==> config.mk <==
export PLATFORM = sky130hd
export DESIGN_NAME = core_disp
export DESIGN_NICKNAME = d
export VERILOG_FILES = /design/src/rtl/core_disp.sv
export SDC_FILE = /design/constraint.sdc
export NUM_CORES = 1
export LEC_CHECK = 0
export CAP_MARGIN = 0
export CORE_ASPECT_RATIO = 0.9
export CORE_MARGIN = 2
export CORE_UTILIZATION = 45
export DETAILED_ROUTE_END_ITERATION = 6
export PLACE_DENSITY_LB_ADDON = 0.08
export SYNTH_ARGS = -nofsm -noshare
export SYNTH_HDL_FRONTEND = slang
export SYNTH_SLANG_ARGS = --single-unit
export TNS_END_PERCENT = 1
==> constraint.sdc <==
create_clock -name i_clk -period 3.6 [get_ports i_clk]
set_clock_uncertainty 0.05 [all_clocks]
set_input_delay 0.54 -clock i_clk [delete_from_list [all_inputs] [get_ports i_clk]]
set_output_delay 0.54 -clock i_clk [all_outputs]
set_load 0.005 [all_outputs]
==> src/rtl/core_disp.sv <==
// core_disp: display stage of the reaction-timer core.
// Multiplexes a 6-digit common-cathode 7-segment display from a per-frame
// snapshot of the core's display-select code and packed BCD results.
//
// Ports:
//   i_clk    clock
//   i_rst_n  asynchronous active-low reset
//   i_dst    display select: 000 best, 001 wait, 010 measure, 011 early, 110 last
//   i_last   last result, 6 packed BCD digits, nibble 5 = MS digit
//   i_best   best result, same format (all-F = no result)
//   o_seg    segments gfedcba, bit0 = a, active high
//   o_dp     decimal point, active high
//   o_dig    one-hot digit enable, bit5 = leftmost, active high
//   o_frame  one-cycle pulse after a new snapshot is taken
module core_disp #(
  parameter int SCAN_W  = 16,
  parameter int BLANK   = 64,
  parameter int BLINK_W = 3
) (
  input  logic        i_clk,
  input  logic        i_rst_n,
  input  logic [2:0]  i_dst,
  input  logic [23:0] i_last,
  input  logic [23:0] i_best,
  output logic [6:0]  o_seg,
  output logic        o_dp,
  output logic [5:0]  o_dig,
  output logic        o_frame
);

  localparam logic [SCAN_W-1:0] PRESC_MAX = '1;
  localparam logic [SCAN_W-1:0] BLANK_C   = SCAN_W'(BLANK);

  logic [SCAN_W-1:0]  presc_q, presc_d;
  logic [2:0]         idx_q, idx_d;
  logic [2:0]         snap_mode_q, snap_mode_d;
  logic [23:0]        snap_val_q, snap_val_d;
  logic [BLINK_W-1:0] frm_q, frm_d;
  logic               phase_q, phase_d;
  logic [6:0]         seg_q, seg_d;
  logic               dp_q, dp_d;
  logic [5:0]         dig_q, dig_d;
  logic               frame_q, frame_d;
  logic               tc, fwrap;
  logic [7:0]         glyph_w;

  function automatic logic [6:0] seg7(input logic [3:0] nib);
    case (nib)
      4'd0:    seg7 = 7'h3F;
      4'd1:    seg7 = 7'h06;
      4'd2:    seg7 = 7'h5B;
      4'd3:    seg7 = 7'h4F;
      4'd4:    seg7 = 7'h66;
      4'd5:    seg7 = 7'h6D;
      4'd6:    seg7 = 7'h7D;
      4'd7:    seg7 = 7'h07;
      4'd8:    seg7 = 7'h7F;
      4'd9:    seg7 = 7'h6F;
      default: seg7 = 7'h40;  // non-BCD nibble shows a dash
    endcase
  endfunction

  // Returns {dp, seg} for digit idx of the snapshot.
  function automatic logic [7:0] glyph(input logic [2:0] mode, input logic [23:0] val,
                                       input logic [2:0] idx, input logic phase);
    logic [3:0] nib;
    logic       lz;
    case (idx)
      3'd5:    nib = val[23:20];
      3'd4:    nib = val[19:16];
      3'd3:    nib = val[15:12];
      3'd2:    nib = val[11:8];
      3'd1:    nib = val[7:4];
      default: nib = val[3:0];
    endcase
    // Leading-zero suppression only reaches the two leftmost digits so the
    // millisecond digit is always shown.
    lz = ((idx == 3'd5) && (val[23:20] == 4'h0)) ||
         ((idx == 3'd4) && (val[23:16] == 8'h00));
    glyph = 8'h00;
    case (mode)
      3'b000, 3'b110: begin
        glyph[6:0] = lz ? 7'h00 : seg7(nib);
        glyph[7]   = (idx == 3'd3);
      end
      3'b001:  glyph = 8'h40;
      3'b011:  glyph = (phase && (idx == 3'd5)) ? 8'h79 : 8'h00;
      default: glyph = 8'h00;
    endcase
  endfunction

  always_comb begin
    tc          = (presc_q == PRESC_MAX);
    fwrap       = tc && (idx_q == 3'd0);
    presc_d     = presc_q + SCAN_W'(1);
    idx_d       = idx_q;
    snap_mode_d = snap_mode_q;
    snap_val_d  = snap_val_q;
    frm_d       = frm_q;
    phase_d     = phase_q;
    frame_d     = fwrap;

    if (tc) begin
      idx_d = (idx_q == 3'd0) ? 3'd5 : idx_q - 3'd1;
    end

    // Frame wrap: snapshot inputs and advance the blink timebase. A mode
    // change restarts the blink so EARLY always appears immediately.
    if (fwrap) begin
      snap_mode_d = i_dst;
      snap_val_d  = (i_dst == 3'b110) ? i_last : i_best;
      if (i_dst != snap_mode_q) begin
        frm_d   = '0;
        phase_d = 1'b1;
      end else begin
        frm_d = frm_q + BLINK_W'(1);
        if (frm_q == '1) begin
          phase_d = ~phase_q;
        end
      end
    end

    // Output stage: anti-ghost blanking at the start of each dwell.
    glyph_w = glyph(snap_mode_q, snap_val_q, idx_q, phase_q);
    dig_d   = (presc_q >= BLANK_C) ? (6'b000001 << idx_q) : 6'b000000;
    seg_d   = (dig_d != 6'b0) ? glyph_w[6:0] : 7'h00;
    dp_d    = (dig_d != 6'b0) ? glyph_w[7] : 1'b0;
  end

  always_ff @(posedge i_clk or negedge i_rst_n) begin
    if (!i_rst_n) begin
      presc_q     <= '0;
      idx_q       <= 3'd5;
      snap_mode_q <= 3'b000;
      snap_val_q  <= 24'hFFFFFF;
      frm_q       <= '0;
      phase_q     <= 1'b1;
      seg_q       <= 7'h00;
      dp_q        <= 1'b0;
      dig_q       <= 6'b0;
      frame_q     <= 1'b0;
    end else begin
      presc_q     <= presc_d;
      idx_q       <= idx_d;
      snap_mode_q <= snap_mode_d;
      snap_val_q  <= snap_val_d;
      frm_q       <= frm_d;
      phase_q     <= phase_d;
      seg_q       <= seg_d;
      dp_q        <= dp_d;
      dig_q       <= dig_d;
      frame_q     <= frame_d;
    end
  end

  assign o_seg   = seg_q;
  assign o_dp    = dp_q;
  assign o_dig   = dig_q;
  assign o_frame = frame_q;

endmodule
# --- Word-level counts from Yosys, hierarchy flattened ---
# Memory sizes are Yosys's and may differ from the RTL's.
# Cells that the tools add are included.
totals:
  in_bits: 53
  word_cells: 54
  romBits: 112
  mem_count: 1
  output_inout_bits: 15
  ff_bits: 65
memory_table:
  columns: ["memory", "depth", "word_bits", "rd", "rd_ports_with_merged_regs", "wr", "line", "source"]
  rows:
  - ["(no name shown)", 16, 7, 1, 0, 0, "48", "case (nib)"]
classes:
  n_mux: 12
  magnitude_cmp: 1
  n_bitwise: 1
  n_shift: 1
  n_addsub: 3
  n_eq_ne: 12
  reduce_logical: 13
ops:
  columns: ["cell", "count"]
  rows:
  - ["24-bit two-way mux", 1]
  - ["8-bit one-hot mux with 3 select lines", 1]
  - ["7-bit two-way mux", 3]
  - ["4-bit one-hot mux with 5 select lines", 1]
  - ["16-bit by 1-bit adder with 16-bit output (second input constant)", 1]
  - ["16-bit == test (second input constant)", 1]
  - ["16-bit by 7-bit >= comparator with 1-bit output (second input constant)", 1]
  - ["3-bit == test (second input constant)", 5]
  - ["3-bit by 2-bit == test with 1-bit output (second input constant)", 3]
  - ["8-bit zero test", 1]
  - ["3-bit by 1-bit == test with 1-bit output (second input constant)", 2]
  - ["3-bit zero test", 2]
  - ["3-bit two-way mux", 2]
  - ["6-bit two-way mux", 1]
  - ["6-bit nonzero test", 1]
  - ["1-bit by 3-bit left shift with 6-bit output (first input constant)", 1]
  - ["1-bit logical AND", 4]
  - ["4-bit zero test", 1]
  - ["3-bit by 1-bit adder with 3-bit output (second input constant)", 1]
  - ["1-bit two-way mux", 3]
  - ["3-bit != test", 1]
  - ["3-bit by 1-bit subtractor with 3-bit output (second input constant)", 1]
  - ["2-bit AND reduction", 1]
  - ["2-bit nonzero test", 1]
  - ["3 further kinds", 3]

# --- Logic depth before layout (Yosys ltp) ---
# Gate-level depths: netlist (run 1).
logic_depth:
  ltp_word: 6
  ltp_mapped: 11
  ltp_nobuf: 9

# --- Worst setup path after synthesis (run 1) ---
# OpenSTA, ideal clock, no wires.
synth_timing:
  path_kind: "register to register"
  start: "register idx_q[2]"
  end: "register seg_q[6], in the netlist o_seg[6]"
  stages_incl_launch_ff: 10
  required_time_ps: 3479
  setup_ps: 71
  n_path_buf: 1
  t_arrival_ps: 2098
  path_slack_ps: 1381
  period_less_slack_ps: 2219
  cell_sequence: "dfstp_2 -> buf_2 -> nor2_2 -> a222oi_1 -> o21ai_0 -> nand2_1 -> inv_1 -> ha_1 -> or3_1 -> nand4_1"
synth_via:
  elab_chain_len: 6
  elab_cells_between_ends: 18
  cone_classes: "eq/ne: 5; shift: 1; mux: 6; reduce/logical: 5; memory: 1"
synth_lines:
  columns: ["element", "line", "source"]
  rows:
  - ["from (decl)", "35", "logic [2:0] idx_q, idx_d;"]
  - ["from (signal assigned)", "144", "idx_q <= idx_d;"]
  - ["3-bit by 1-bit == test with 1-bit output (tied with other cells)", "68", "case (idx)"]
  - ["4-bit one-hot mux with 5 select lines (tied with other cells)", "68", null]
  - ["memory read 16 x 7 bit / 1-bit logical OR (equally long branches)", null, null]
  - ["7-bit two-way mux", "83", "glyph[6:0] = lz ? 7'h00 : seg7(nib);"]
  - ["8-bit one-hot mux with 3 select lines", "81", "case (mode)"]
  - ["7-bit two-way mux *", "126", "seg_d = (dig_d != 6'b0) ? glyph_w[6:0] : 7'h00;"]
  - ["net seg_d[6]", "40", "logic [6:0] seg_q, seg_d;"]
  - ["to (signal assigned)", "149", "seg_q <= seg_d;"]
  - ["to (decl)", "40", null]
# The timed path passes the listed nets; every way through them passes the cells marked *.
# A chain may end at the register's enable or synchronous reset.

# --- Worst setup path in the final report (run 1) ---
layout_timing:
  start: "register idx_q[0]"
  end: "register seg_q[6], in the netlist o_seg[6]"
# The elaborated chain is that of the path after synthesis.

==> results of run 1 <==
## where the power goes
group          switching, W  total (W)  internal [W]
Clock              0.000282   0.000530      0.000248
Sequential                0   0.000732      0.000732
Combinational     0.0000325  0.0000937     0.0000612
## cell usage after synthesis (2+ instances only)
| cell | instances |
|---|---|
| buf_6 | 2 |
| nor3_1 | 3 |
| o22ai_1 | 2 |
| mux2_2 | 3 |
| ha_1 | 8 |
| or3_1 | 2 |
| and2_1 | 2 |
| nor2b_1 | 8 |
| mux2i_1 | 26 |
| inv_1 | 12 |
| buf_2 | 7 |
| xnor2_1 | 10 |
| and3_1 | 8 |
| a21oi_1 | 9 |
| nor2_1 | 9 |
| clkbuf_1 | 3 |
| xor2_1 | 10 |
| nand3_1 | 11 |
| o21ai_1 | 2 |
| nand2b_1 | 2 |
| o221ai_1 | 2 |
| dfrtp_1 | 38 |
| nand4_1 | 5 |
| clkbuf_2 | 2 |
| a21o_1 | 3 |
| a222oi_1 | 2 |
| nor4_1 | 4 |
| nand2_1 | 54 |
| dfstp_2 | 27 |
| o21ai_0 | 31 |
## cells by family (layout without fill, tap and decap cells)
logic type      after synthesis  count (layout)  synth area share, %
fa+ha+maj                     8               8                 2.98
compound gates               63              63                 11.6
xor+xnor                     20              20                 5.22
mux                          29              29                 8.76
flops                        65              65                 49.5
buf+inv                      28              98                 4.03
simple gates                119             119                 17.9
## cell type report
type | count | share of cell area [%]
repair buffers | 69 | 16.1
flip-flops and latches | 65 | 39.2
well taps | 93 | 2.74
clock inverters | 7 | 1.12
clock buffers | 9 | 2.92
inverters | 13 | 1.15
multi-input cells | 239 | 36.8
## state kept, by name, summed over array words and instances, names as in the netlist, 3 cells and up
name / flops
snap_val_q: 24
presc_q: 16
o_seg: 7
o_dig: 6
frm_q: 3
idx_q: 3
snap_mode_q: 3
## worst max-delay path: stages (launching register included)
cell      delay, ns
dfstp_2        0.76
nor2_2         0.13
a222oi_1       0.45
o21ai_0        0.21
nand2_1        0.24
inv_1          0.11
ha_1           0.21
or3_1          0.37
nand4_1        0.10
## final timing paths
kind	startpoint	end	slack (ns)	depth (start not counted)
worst max-delay path	idx_q[0]	o_seg[6]	0.92	8
min in group i_clk	frm_q[1]	frm_q[1]	0.43	2
worst min-delay path	i_rst_n	presc_q[9]	0.29	1
worst max register to register	idx_q[0]	o_seg[6]	0.92	8
max in group asynchronous	i_rst_n	snap_val_q[6]	2.31	2
worst min register to register	frm_q[1]	frm_q[1]	0.43	2
## through the flow
step / setup WS (ns) / area (sq um)
2_1_floorplan: 1.38 / 3360
3_3_place_gp: 1.09 / 4070
3_5_place_dp: 0.971 / 4070
4_1_cts: 0.941 / 4240
5_1_grt: 0.653 / 4240
6_report: 0.917 / 4240
## cells in the final DEF, fill, tap and decap left out, drive strengths merged, types with 8 or more instances in the layout
master / synthesis / routed
a21oi: 10 / 10
and3: 8 / 8
clkbuf: 5 / 9
clkdlybuf4s50: 0 / 66
dfrtp: 38 / 38
dfstp: 27 / 27
ha: 8 / 8
inv: 13 / 13
mux2i: 26 / 26
nand2: 55 / 55
nand3: 12 / 12
nor2: 10 / 10
nor2b: 8 / 8
o21ai: 33 / 33
xnor2: 10 / 10
xor2: 10 / 10
## routing by layer
metal | part of all wire [%] | track usage [%] | vias up
met3 | 5.2 | 3.69 | 10
met5 | 0 | 0 | -
met4 | 1.5 | 6.72 | 0
li1 | - | - | 1279
met2 | 45 | 28.8 | 77
met1 | 48 | 25.6 | 1177
==> impl_metrics.env, run 1 <==
export IMPL_synth_edff_count=0
export IMPL_worstMarginPinSlew_ns=0.927
export IMPL_fp_row_count=29
export IMPL_ir_worst_vdd_mv=0.154
export IMPL_avgRoutedWirePerCell_microns=13.8
export IMPL_clockRootBuffer="clkbuf_8"
export IMPL_avgSynthCellArea_sq_um=10.1
export IMPL_place_gp_congestion=0.846
export IMPL_min_delay_path_class="in -> async"
export IMPL_antenna_found_initial=0
export IMPL_cts_resized=0
export IMPL_clk_latency_ns=0.33
export IMPL_syn_area_sq_mm=0.00336
export IMPL_fmax_mhz=373
export IMPL_cts_sinks=65
export IMPL_cap_viol_max_count=0
export IMPL_path_clk_slew_ns=0.08
export IMPL_via_count=2543
export IMPL_synth_seq_cells=65
export IMPL_ys_async_sr_fraction_pct=100
export IMPL_viasPerCell=5.14
export IMPL_slew_headroom_pct=38.2
export IMPL_fin_tns_setup_ns=0
export IMPL_track_usage_pct=18.5
export IMPL_p_leak_nw=2.09
export IMPL_syn_inst=332
export IMPL_grt_pass1_wl_microns=11700
export IMPL_final_seq_area_sq_mm=0.00166
export IMPL_antennaDiodeCount=0
export IMPL_fin_nets=458
export IMPL_grt_overflow_total=0
export IMPL_core_sq_mm=0.00715
export IMPL_hold_violations=0
export IMPL_p_total_w=0.00135
export IMPL_drt_total_wl_microns=6810
export IMPL_synth_distinct_cells=55
export IMPL_die_y_microns=85.9
export IMPL_port_buffer_count=67
export IMPL_holdBufCountCts=0
export IMPL_dp_cells=479
export IMPL_end_kind="flop"
export IMPL_path_max_fanout=23
export IMPL_cts_tree="built"
export IMPL_syn_num_nets=393
export IMPL_synth_ff_type="dfrtp_1"
export IMPL_n_fill_cell=653
export IMPL_die_area_sq_mm=0.00817
export IMPL_drv_slew=0
export IMPL_drtAntennaViolNets=0
export IMPL_die_w_microns=95.0
export IMPL_grt_pass1_vias=2520
export IMPL_crit_type="reg -> reg"
export IMPL_post_route_util_pct=59.3
export IMPL_hpwlAfterDp_microns=5050
export IMPL_synth_top_area_share_pct=28.3
export IMPL_drive_gt1_share_pct=14.4
export IMPL_p_per_area_mw_per_mm2=320
export IMPL_clockBufferDepth=2
export IMPL_fin_cells=495
export IMPL_drt_pre_antenna_iters=4
export IMPL_finalCritPeriodShare_pct=74.5
export IMPL_io_pins=68
export IMPL_synthTopCellsByArea="dfrtp_1 28%, dfstp_2 21%, mux2i_1 7.8%"
export IMPL_drt_iter0_markers=122
export IMPL_startpoint_type="flop"
export IMPL_syn2layout_area_growth_pct=26.3
export IMPL_multiInputGateArea_sq_mm=0.00156
export IMPL_htreeDepth=3
export IMPL_post_cts_setup_buffers=0
export IMPL_grt_max_degree=56
export IMPL_seq_area_frac_synth_pct=49.5
export IMPL_timing_final_crit_period_ns=2.68
export IMPL_yosysWarnings=0
export IMPL_critPathArrivalTime_ns=2.90
export IMPL_drc=0
export IMPL_start_util_pct=47.0
export IMPL_numCtsBuffers=9
export IMPL_rsz0062_at_grt="no"
export IMPL_outcome="complete, no violations"
export IMPL_worstPathRequired_ns=3.82
export IMPL_synth_top_area_cell="dfrtp_1"
export IMPL_holdWs_ns=0.289
export IMPL_setup_viol=0
(Power assumes the default switching activity.)
==> inputs of run 2 (changes only) <==
Clock period 3.6 ns to 2.5 ns, I/O delays scaled along.
==> impl_metrics.env, run 2 (synthesis results as in run 1) <==
export IMPL_htreeDepth=3
export IMPL_track_usage_pct=19.1
export IMPL_crit_start="idx_q[0]"
export IMPL_io_pins=68
export IMPL_worstPathRequired_ns=2.66
export IMPL_grt_overflow_total=0
export IMPL_path_clk_slew_ns=0.07
export IMPL_cp_num_cells=6
export IMPL_ff2ff_path_depth=6
export IMPL_r2r_setup_slack_ns=0.14
export IMPL_largest_reg_flops=24
export IMPL_drv_slew=0
export IMPL_fp_row_count=29
export IMPL_drt_pre_antenna_iters=5
export IMPL_core_sq_mm=0.00715
export IMPL_timing_final_crit_period_ns=2.36
export IMPL_slew_headroom_pct=58.5
export IMPL_finalCritPeriodShare_pct=94.5
export IMPL_rsz0062_at_grt="no"
export IMPL_crit_type="reg -> reg"
export IMPL_viasPerCell=5.12
export IMPL_start_util_pct=47.0
export IMPL_die_w_microns=95.0
export IMPL_met2_usage_pct=28.6
export IMPL_p_leak_nw=2.14
export IMPL_die_y_microns=85.9
export IMPL_drt_total_wl_microns=6990
export IMPL_via_count=2582
export IMPL_fin_tns_setup_ns=0
export IMPL_numCtsBuffers=9
export IMPL_drc=0
export IMPL_max_stage_delay_ns=0.69
export IMPL_cp_slowest_cell="dfstp_2"
export IMPL_drt_iter0_markers=143
export IMPL_avgRoutedWirePerCell_microns=13.9
export IMPL_cap_viol_max_count=0
export IMPL_startpoint_type="flop"
export IMPL_drtAntennaViolNets=0
export IMPL_final_cell_mix="66 x clkdlybuf4s50_1, 54 x nand2_1, 37 x dfrtp_1"
export IMPL_fin_nets=467
export IMPL_ir_worst_vdd_mv=0.200
export IMPL_path_max_fanout=13
export IMPL_syn2layout_area_growth_pct=29.0
export IMPL_largest_register="snap_val_q"
export IMPL_busiest_layer="met2"
export IMPL_worstReg2RegEnd="o_seg[4]"
export IMPL_n_fill_cell=602
export IMPL_end_kind="flop"
export IMPL_holdBufCountCts=0
export IMPL_grt_pass1_wl_microns=11900
export IMPL_p_per_area_mw_per_mm2=448
export IMPL_cts_tree="built"
export IMPL_antenna_found_initial=0
export IMPL_r2r_start="idx_q[0]"
export IMPL_grt_max_degree=39
export IMPL_grtUsageMet1_pct=26.9
export IMPL_clockBufferDepth=2
export IMPL_hpwlAfterDp_microns=5390
export IMPL_clk_latency_ns=0.34
export IMPL_critPathArrivalTime_ns=2.52
export IMPL_setup_viol=0
export IMPL_die_area_sq_mm=0.00817
export IMPL_antennaDiodeCount=0
export IMPL_clockRootBuffer="clkbuf_8"
export IMPL_crit_chain="nor2_2, a222oi_1, o21ai_1, nand2_2, mux2i_1, o221ai_1"
export IMPL_cts_sinks=65
export IMPL_drive_gt1_share_pct=15.8
export IMPL_grtUsageMet3_pct=3.87
export IMPL_hold_violations=0
export IMPL_fmax_mhz=423
export IMPL_grt_pass1_vias=2499
export IMPL_worstMarginPinSlew_ns=0.622
export IMPL_port_buffer_count=67
export IMPL_place_gp_congestion=0.864
export IMPL_critical_path_buf_inv_count=0
export IMPL_mostFrequentLayoutCell="clkdlybuf4s50_1"
export IMPL_min_delay_path_class="in -> async"
export IMPL_cpLargestDelayFamily="compound AO/OA/AOI/OAI gates"
export IMPL_post_route_util_pct=60.6
export IMPL_outcome="complete, no violations"
export IMPL_worstSetupEndpoint="o_seg[4]"
==> run 2: changes by cell type in the layout (fill, tap and decap cells not counted), sizes merged <==
| cell | change |
|---|---|
| buf | +9 |
| clkbuf | +6 |
| clkinv | -4 |
| clkinvlp | -2 |
==> run 2: power by group <==
part	leakage, nW	internal, W	switching, W
logic	1.29	0.0000901	0.0000462
registers	0.767	0.00105	0
clock network	0.0817	0.000388	0.000360
==> run 2: cell type report <==
cell class	count	area [sq um]	share of cell area, %
inverter	13	48.8	1.13
timing repair buffer	78	773	17.9
tap	93	116	2.69
clock inverter	1	5.00	0.116
multi-input combinational	239	1570	36.2
sequential	65	1660	38.4
clock buffer	15	156	3.61
==> run 2: metrics by stage <==
step                setup slack [ns]  total power, W  hold slack, ns  instances  instance area (sq um)
floorplan                      0.281         0.00110          0.0294        332                   3360
global placement               0.248         0.00121           0.372        487                   4150
detailed placement             0.133         0.00121           0.381        487                   4150
CTS                            0.106         0.00196          0.0121        503                   4310
global route                  0.0132         0.00204          0.0444        504                   4330
finish                         0.138         0.00194        0.000815        504                   4330
==> run 2: worst min path at each step <==
stage / from / endpoint / slack (ns)
6_report: i_rst_n / presc_q[6] / 0.0008
5_1_grt: i_rst_n / presc_q[5] / 0.04
4_1_cts: i_rst_n / presc_q[7] / 0.01
3_5_place_dp: i_rst_n / presc_q[7] / 0.38
3_3_place_gp: i_rst_n / presc_q[5] / 0.37
2_1_floorplan: i_rst_n / frm_q[0] / 0.03
==> run 2: repair_timing <==
item | 4_1_cts | 5_1_grt
hold endpoints to repair | 0 | 0
gates resized for setup | 0 | 4
buffers inserted | 0 | 1
endpoints found under the setup margin | 0 | 6
==> run 2: per-layer routing <==
| metal | vias up | part of all wire (%) |
|---|---|---|
| li1 | 1301 | - |
| met5 | - | 0 |
| met4 | 0 | 1.7 |
| met3 | 11 | 4.8 |
| met1 | 1196 | 49 |
| met2 | 74 | 45 |
==> run 2: worst register-to-register path, stage by stage (launching register included) <==
cell and delay (ns):
dfstp_2 0.69, nor2_2 0.13, a222oi_1 0.50, o21ai_1 0.23, nand2_2 0.25, mux2i_1 0.23
o221ai_1 0.15
==> inputs of run 3 (changes only) <==
Settings changed: GPL_TIMING_DRIVEN set to 1.
==> results of run 3 <==
Final layout, timing and power as in run 2 (identical DEF).
==> RTL change 1, RTL diff (flow settings as in run 2) <==
The parameter `BLINK_W` goes from 3 to 5.
--- a/src/rtl/core_disp.sv
+++ b/src/rtl/core_disp.sv
@@ -15,7 +15,7 @@
 module core_disp #(
   parameter int SCAN_W  = 16,
   parameter int BLANK   = 64,
-  parameter int BLINK_W = 3
+  parameter int BLINK_W = 5
 ) (
   input  logic        i_clk,
   input  logic        i_rst_n,
Function: no difference found for any inputs over 10 cycles, from zero or initial values and one cycle with i_rst_n low; that may be too few to reach the edited logic, so the function may still have changed.
==> RTL change 1 against run 2 <==
Routed wire length up 6.8%. Setup slack worse by 0.065 ns. Critical endpoint is now snap_val_q[16]. Final area up 4.1%. Die area up 2.8%. Synthesized area up 3.0%. Sequential cell count up 2. Total power up 1.5%.
==> RTL change 1: results (changes against run 2) <==
* Leakage at 2.12 nW (-1.0%)
* Inserted Diodes at 0 (unchanged)
* Register area share after synthesis at 0.495 (about the same)
* Post-Synth XOR/XNOR Area at 0.0507 (-0.00151)
* Fill cells at 676 (+12%)
* Clock power frac at 0.374 (-0.012)
* Tot GR Track Use at 0.193 (+0.00203)
* H-tree depth at 3 (unchanged)
* Sequential share of cell area at 0.380 (-0.00402)
* Peak supply drop at 0.196 mV (-1.9%)
* Sw frac at 0.220 (+0.00998)
* Synthesized flop and latch total at 67 (+3.1%)
* First-pass GRT wire length at 12,400 um (+4.4%)
* Library cells used by synthesis at 53 (-3.6%)
* Routed WL per cell at 14.4 um (+3.5%)
* Detailed Place HPWL at 5650 um (+4.9%)
* Mapped Cells at 340 (+2.4%)
* Final nets at 480 (+2.8%)
* Clock Network Area Fraction at 0.0341 (-0.00313)
* Cell area after layout at 4510 um^2 (+4.1%)
* Worst slack at placement at -0.00205 ns (-0.135 ns)
* Vias in the first global route at 2,671 (+6.9%)
* DIE AREA at 8400 um^2 (+2.8%)
* Tightest Pin Transition at 0.696 ns (+0.0745 ns)
* Status: completed
* Synth Area in Compound Gates at 0.112 (-0.00409)
* CP Max Fanout at 32 (+19)
* Post-synthesis mux area share at 0.103 (+0.0152)
* Data buffer area share at 0.185 (+0.00656)
* Multi-input logic area at 1650 um^2 (+5.4%)
* Non-clock buffers at 84 (+7.7%)
* Placer Congestion at 0.838 (-3.0%)
* Post-synth net total at 401 (+2.0%)
* Placed cell areas at 4310 um^2 (+3.7%)
* Most instantiated cells after synthesis: 52 x nand2_1, 40 x dfrtp_1, 31 x mux2i_1, 27 x dfstp_2, 26 x o21ai_1
* Cell Count, Final, Fillers Out at 520 (+3.2%)
* Fraction of layout cells with a size suffix above 1 at 0.177 (+0.0187)
* P per Cell Area at 436 nW/um^2 (-2.5%)
* Comb_multi_in at 248 (+3.8%)
* Vias per cell at 5.19 (+1.3%)
* Dpl cells at 503 (+3.3%)
* Setup crit start: presc_q[0]
* Iter 0 DRT Violations at 107 (-25%)
* Largest net degree at the start of global routing at 38 (-2.6%)
* Logic inverters at 9 (-4)
* Clock buffer count at 13 (-2)
* Clock buffer depth at 2 (unchanged)
* Post-Synth Adder-Cell Area at 0.0290 (-0.000863)
* Comb pwr share at 0.073 (+0.003)
* CP Data Arrival Time at 2.64 ns (+0.12 ns)
## RTL change 1: final timing paths
kind	endpoint	slack [ns]	cells after the start
worst max-delay path	snap_val_q[16]	0.07	7
worst min-delay path	o_dig[5]	0.04	1
worst max register to register	snap_val_q[16]	0.07	7
worst min register to register	snap_val_q[8]	0.41	2
max in group asynchronous	snap_val_q[0]	1.68	2
min in group i_clk	snap_val_q[8]	0.41	2
## RTL change 1: critical path: stages (launching register included)
cell	delay, ns
dfrtp_1	0.38
ha_1	0.18
and4_4	0.24
nand4_2	0.14
or4_4	0.44
or4_4	0.55
buf_12	0.21
o21ai_1	0.15
## RTL change 1: layer usage
metal	up-vias	part of all wire	track usage
li1	1352	-	-
met1	1252	0.47	0.254
met2	79	0.46	0.300
met3	15	0.046	0.0502
met4	0	0.019	0.0845
met5	-	0	0
## RTL change 1: repair_timing
action	CTS	global route
pin swaps	0	1
gates resized for setup	1	7
buffers inserted	0	1
endpoints found under the setup margin	2	30
==> RTL change 2, RTL diff (flow settings as in run 2) <==
Made on the original files. The output `o_dig` loses its register stage (`dig_q` becomes a continuous assignment).
--- a/src/rtl/core_disp.sv
+++ b/src/rtl/core_disp.sv
@@ -137,7 +137,6 @@
       phase_q     <= 1'b1;
       seg_q       <= 7'h00;
       dp_q        <= 1'b0;
-      dig_q       <= 6'b0;
       frame_q     <= 1'b0;
     end else begin
       presc_q     <= presc_d;
@@ -148,10 +147,11 @@
       phase_q     <= phase_d;
       seg_q       <= seg_d;
       dp_q        <= dp_d;
-      dig_q       <= dig_d;
       frame_q     <= frame_d;
     end
   end
+
+  assign dig_q = dig_d;
 
   assign o_seg   = seg_q;
   assign o_dp    = dp_q;
Formal check against the unedited RTL: same outputs for any inputs over 10 cycles, from zero or initial values and one cycle with i_rst_n low; that may be too few to reach the edited logic, so the function may still have changed.
==> RTL change 2 against run 2 <==
Setup slack worse by 0.053 ns. Sequential cell count down 6. Final area about the same. Total power up 1.4%. Maximum frequency down 2.2%. First-iteration DRC count down 5.6%. Critical path type is now flop to output pin. Routed wire length up 3.4%. Combinational power up 3%. Synthesized area down 3.5%.
==> RTL change 2: results (changes against run 2) <==
* Leading post-synthesis cells by cell area: dfrtp_1 25%, dfstp_2 22%, mux2i_1 8.3%
* Final nets at 464 (-0.64%)
* Fraction of layout cells with a size suffix above 1 at 0.201 (+0.0428)
* Setup crit end: o_dig[2]
* Crit path max-delay family: buffers and inverters
* Largest net degree at the start of global routing at 47 (+21%)
* Placed cell areas at 3980 um^2 (-4.1%)
* Critical path's slowest cell: clkdlybuf4s50_1
* Sequential Area at 1520 um^2 (-8.8%)
* Placer Congestion at 0.844 (-2.3%)
* Status: completed
* Worst flop-to-flop path endpoint: o_seg[6]
* Cell Count, Final, Fillers Out at 501 (-0.60%)
* Comb pwr at 0.140 mW (+3%)
* Worst Hold Slack at 0.0434 ns (+0.0426 ns)
* Mapped Cells at 322 (-3.0%)
* Sequential fraction of design power at 0.487 (-0.057)
* Worst Reg-to-Reg Cells at 9 (+3)
* CP Data Arrival Time at 1.99 ns (-0.53 ns)
* Fill cells at 584 (-3.0%)
* Dpl cells at 473 (-2.9%)
* Post-synth net total at 383 (-2.5%)
* Crit-path max cell delay at 0.45 ns (-0.24 ns)
* Routed WL per cell at 14.4 um (+4.1%)
* Max-slew headroom at 0.527 (-0.0580)
RTL change 2: per-layer routing:
metal	track usage	routed length (um)	vias up
met5	0	0	-
met4	0.0668	150	0
met3	0.0575	442	13
met2	0.313	3420	82
met1	0.253	3220	1241
li1	-	-	1289
RTL change 2: cells by family (layout without fill, tap and decap cells):
| group | after synthesis | count (layout) | synth area share |
|---|---|---|---|
| and+or+nand+nor | 108 | 108 | 0.171 |
| AOI/OAI and AO/OA | 64 | 64 | 0.123 |
| DFF | 59 | 59 | 0.466 |
| muxes | 32 | 32 | 0.101 |
| buffers and inverters | 31 | 117 | 0.0548 |
| xor gates and xnor gates | 20 | 20 | 0.0541 |
| adders and majority gates | 8 | 8 | 0.0309 |
RTL change 2: worst reg2reg max path, delay by kind of cell, from the launching register on:
kind	cells	cell delay (ns)
adder cells (fa/ha/maj)	1	0.19
buffers and inverters	2	0.22
AO/OA/AOI/OAI	2	0.63
AND/OR/NAND/NOR	4	0.75
flip-flops	1	0.43
